### src/rtl/mem_arbiter.sv
// Two-port memory arbiter: read-only fetch port and load/store port share one
// registered single-port memory through a three-state IDLE/ACCESS/RESP sequencer.
module mem_arbiter #(
    parameter int unsigned AW = 8,
    parameter int unsigned DW = 16
) (
    input  logic          clk,
    input  logic          rst_n,

    input  logic          p0_req,
    input  logic [AW-1:0] p0_addr,
    output logic          p0_gnt,
    output logic          p0_rvalid,
    output logic [DW-1:0] p0_rdata,

    input  logic          p1_req,
    input  logic          p1_we,
    input  logic [AW-1:0] p1_addr,
    input  logic [DW-1:0] p1_wdata,
    output logic          p1_gnt,
    output logic          p1_rvalid,
    output logic [DW-1:0] p1_rdata,

    output logic [AW-1:0] mem_addr,
    output logic [DW-1:0] mem_wdata,
    output logic          mem_we,
    output logic          mem_re,
    input  logic [DW-1:0] mem_rdata,

    output logic          busy
);

    localparam logic [1:0] IDLE   = 2'd0;
    localparam logic [1:0] ACCESS = 2'd1;
    localparam logic [1:0] RESP   = 2'd2;

    logic [1:0] state_q;
    logic       win_q;   // port owning the current access (1 = port 1)
    logic       last_q;  // port granted most recently (1 = port 1)
    logic       pick_p1;

    // Port 1 wins when alone, or on a tie when port 0 was granted last.
    always_comb begin
        pick_p1 = p1_req && (!p0_req || !last_q);
    end

    always_ff @(posedge clk) begin
        if (!rst_n) begin
            state_q   <= IDLE;
            win_q     <= 1'b0;
            last_q    <= 1'b1;
            p0_gnt    <= 1'b0;
            p1_gnt    <= 1'b0;
            p0_rvalid <= 1'b0;
            p1_rvalid <= 1'b0;
            p0_rdata  <= '0;
            p1_rdata  <= '0;
            mem_addr  <= '0;
            mem_wdata <= '0;
            mem_we    <= 1'b0;
            mem_re    <= 1'b0;
            busy      <= 1'b0;
        end else begin
            p0_gnt    <= 1'b0;
            p1_gnt    <= 1'b0;
            p0_rvalid <= 1'b0;
            p1_rvalid <= 1'b0;
            case (state_q)
                IDLE: begin
                    mem_re <= 1'b0;
                    mem_we <= 1'b0;
                    if (p0_req || p1_req) begin
                        state_q <= ACCESS;
                        busy    <= 1'b1;
                        win_q   <= pick_p1;
                        last_q  <= pick_p1;
                        if (pick_p1) begin
                            mem_addr  <= p1_addr;
                            mem_wdata <= p1_wdata;
                            mem_we    <= p1_we;
                            mem_re    <= !p1_we;
                            p1_gnt    <= 1'b1;
                        end else begin
                            // Fetch port is read-only; mem_wdata keeps its last value.
                            mem_addr <= p0_addr;
                            mem_re   <= 1'b1;
                            p0_gnt   <= 1'b1;
                        end
                    end
                end
                ACCESS: begin
                    mem_re <= 1'b0;
                    mem_we <= 1'b0;
                    if (mem_we) begin
                        state_q <= IDLE;
                        busy    <= 1'b0;
                    end else begin
                        state_q <= RESP;
                    end
                end
                RESP: begin
                    state_q <= IDLE;
                    busy    <= 1'b0;
                    if (win_q) begin
                        p1_rdata  <= mem_rdata;
                        p1_rvalid <= 1'b1;
                    end else begin
                        p0_rdata  <= mem_rdata;
                        p0_rvalid <= 1'b1;
                    end
                end
                default: begin
                    state_q <= IDLE;
                    busy    <= 1'b0;
                    mem_re  <= 1'b0;
                    mem_we  <= 1'b0;
                end
            endcase
        end
    end

endmodule

### config.mk
export PLATFORM = sky130hd
export DESIGN_NAME = mem_arbiter
export DESIGN_NICKNAME = d
export VERILOG_FILES = /design/src/rtl/mem_arbiter.sv
export SDC_FILE = /design/constraint.sdc
export NUM_CORES = 1
export LEC_CHECK = 0
export ABC_AREA = 1
export CORE_AREA = 2 2 80 82
export DETAILED_ROUTE_END_ITERATION = 16
export DIE_AREA = 0 0 82 84
export PLACE_DENSITY = 0.83
export REMOVE_ABC_BUFFERS = 1
export SKIP_CTS_REPAIR_TIMING = 1
export SYNTH_ARGS = -nofsm -noshare
export SYNTH_HDL_FRONTEND = slang
export SYNTH_SLANG_ARGS = --single-unit
export TNS_END_PERCENT = 10
### constraint.sdc
create_clock -name clk -period 2.2 [get_ports clk]
set_clock_uncertainty 0.2 [all_clocks]
set_input_delay 0.22 -clock clk [delete_from_list [all_inputs] [get_ports clk]]
set_output_delay 0.22 -clock clk [all_outputs]
set_load 0.02 [all_outputs]
==> summary.txt <==
Global route
  – Via count of the first global-routing pass: between 2k and 2.5k
  – Total GRT Usage: 0.198
  – Initial antenna violation count: 0
  – Largest net degree at the start of global routing: 31
  – Grt ovf: 0
  – First-pass GRT wire length: approximately 11 mm

Floorplanning
  – Die Ht: around 84 µm
  – Die extent in x: around 80 µm
  – # IOs: between 100 and 150
  – Std-Cell Rows: 29
  – Core footprint: about 6100 µm²
  – Die area: just under 7000 µm²
  – Initial core utilization: 0.433

Clock tree
  – CTS buffer count: 9
  – H-tree lvl count: 3
  – CTS sink cnt: between 60 and 70
  – CTS clk-pin slew, worst paths: 0.08 ns
  – CTS root buffer: clkbuf_8
  – TritonCTS clock tree: yes
  – Clk Latency, worst-skew pair: between 0.3 and 0.4 ns
  – Worst-case clock buffer depth: 2

Setup path
  – Slowest-stage cell, CP: clkdlybuf4s50_1
  – WP data arrival: between 1 and 1.5 ns
  – Req. time, crit path: 1.78 ns
  – CP Launch Type: flop
  – CP cell instances: clkdlybuf4s50_1
  – CP endpoint kind: primary output
  – R2r worst-path depth: 5
  – Worst r2r src: state_q[1]$_SDFFE_PN0P_
  – CP Buf/Inv Count: 1
  – Crit Path Category: reg2out
  – Cell family with most CP delay: buffers and inverters
  – CP peak stage delay: 0.64 ns
  – Reg-to-reg endpoint: p0_rdata[7]$_SDFFE_PN0P_
  – Flop-to-flop setup slack: about 0.7 ns
  – Crit-path max FO: 3

Place
  – DP Wirelength: 4.66 mm
  – Routability congestion estimate: approximately 0.74
  – Area after DPL: roughly 3800 µm²
  – # port buffers: around 120

Pwr
  – Pwr/cell area: between 700 and 800 nW/µm²
  – Lkg Pwr: 0.00161 µW
  – Maximum VDD drop: 0.371 mV

Layout
  – Area growth, synth to finish: 52.8%
  – Design Area, Final: 4040 µm²
  – # diodes: 0
  – Layout cell share with drive strength beyond 1: 0.0766
  – Most frequent cells in the layout: 115 x clkdlybuf4s50_1, 101 x nand2_1, 67 x dfxtp_1, 57 x nand3_1, 34 x a21oi_1
  – Commonest non-fill, non-tap cell in the layout: clkdlybuf4s50_1
  – Nets: slightly above 500

Hold path
  – Hold path startpoint: p1_wdata[3]
  – Worst Hold Class: in2reg
  – Worst hold path depth: 3
  – Worst Hold End: mem_wdata[3]$_SDFFE_PN0P_

Timing
  – Unrepaired setup endpoints after global routing: no
  – Max Clock Freq: roughly 570 MHz
  – Tightest Pin Transition: around 0.35 ns
  – Crit path time final: ~1.8 ns
  – Setup TNS Final: 0 ns
  – Final Hold Viols: 0
  – Setup violation total in the final timing report: 0
  – Max-slew violation count: 0
  – Final period utilization: 0.800
  – Slew HR: 0.766

Logic synthesis
  – Cell area after synthesis: roughly 2600 µm²
  – Yosys warnings: 0
  – Yosys top cell by area: dfxtp_1
  – #FFs+latches synth: between 60 and 70
  – Post-synth cell types: 21
  – Seq/Total Area, Yosys: 0.508
  – Synthesized instance count: about 340
  – Post-synth top area share: 0.508
  – Mean Syn Cell Area: between 7 and 8 µm²
  – Main area contributors after synthesis: dfxtp_1 51%, nand2_1 14%, nand3_1 11%, a21oi_1 6.4%, nor2_1 3.1%

Routing
  – Routed Antenna Nets: 0
  – Final wirelength: around 6.6 mm
  – DRT iter0 DRCs: 74
  – Avg WL per Cell: roughly 12 µm
  – DR vias/cell: just under 5
  – # DRC: 0
  – Drt first pass iters: 4
  – Via count: approximately 2.6k

Outcome
  – Status: complete, no violations

Run
  – Max-Cap Viols: 0
[where the power goes]
part / switching [µW] / internal [µW]
Combinational: 269 / 245
Clock: 473 / 704
Sequential: 36.9 / 1280
[per-stage QoR]
step | utilization | setup WS (ns) | std cells | hold WS, ns | total power, µW
after floorplan | - | 0.539 | 319 | 0.104 | 1580
after global placement | 0.623 | 0.431 | 518 | 0.248 | 1850
after detailed placement | 0.623 | 0.377 | 518 | 0.253 | 1860
after CTS | 0.662 | 0.420 | 534 | 0.200 | 3030
after global routing | 0.662 | 0.402 | 534 | 0.210 | 3130
final | 0.662 | 0.441 | 534 | 0.217 | 3000
[layer usage]
layer | wire length (µm) | track usage | up-vias
met4 | 61 | 0.0576 | 0
met5 | 0 | 0 | -
met1 | 2790 | 0.237 | 1157
met2 | 3180 | 0.331 | 96
li1 | - | - | 1320
met3 | 601 | 0.0660 | 6
[synthesized netlist by cell type (all sizes together)]
master / n
nor2: 26
clkbuf: 3
a21boi: 8
nor3: 1
buf: 17
o21ai: 2
nand2: 106
a21oi: 34
inv: 17
nand3: 58
dfxtp: 67
[registers in the layout (all words and copies together), names as in the netlist]
| register | flops |
|---|---|
| mem_re | 1 |
| busy | 1 |
| mem_wdata | 16 |
| mem_addr | 8 |
| last_q | 1 |
| p1_rvalid | 1 |
| win_q | 1 |
| p1_gnt | 1 |
| mem_we | 1 |
| state_q | 2 |
| p0_rvalid | 1 |
| p0_gnt | 1 |
| p1_rdata | 16 |
| p0_rdata | 16 |
[worst max-delay path by stage]
stage	start	endpoint	slack [ns]	depth (start not counted)
after global routing	mem_we$_SDFFE_PN0P_	mem_we	0.40	1
final	mem_we$_SDFFE_PN0P_	mem_we	0.44	1
after CTS	mem_we$_SDFFE_PN0P_	mem_we	0.42	1
after global placement	p1_req	mem_wdata[0]$_SDFFE_PN0P_	0.43	5
after floorplan	state_q[1]$_SDFFE_PN0P_	p0_rdata[0]$_SDFFE_PN0P_	0.54	5
after detailed placement	p1_req	mem_wdata[0]$_SDFFE_PN0P_	0.38	5
[final cells by class]
class	count	area (µm²)
fillers	519	2060
flip-flops and latches	67	1340
repair buffers	122	1200
multi-input cells	235	1090
clock buffers	11	151
well taps	77	96.3
clock inverters	5	83.8
inverters	17	63.8
[kinds of logic after synthesis]
| logic type | synth area share |
|---|---|
| AND/OR/NAND/NOR | 0.324 |
| flip-flops | 0.508 |
| AO/OA/AOI/OAI | 0.0909 |
| buffers and inverters | 0.0777 |
Note: power is estimated with default switching activity, not from simulation.
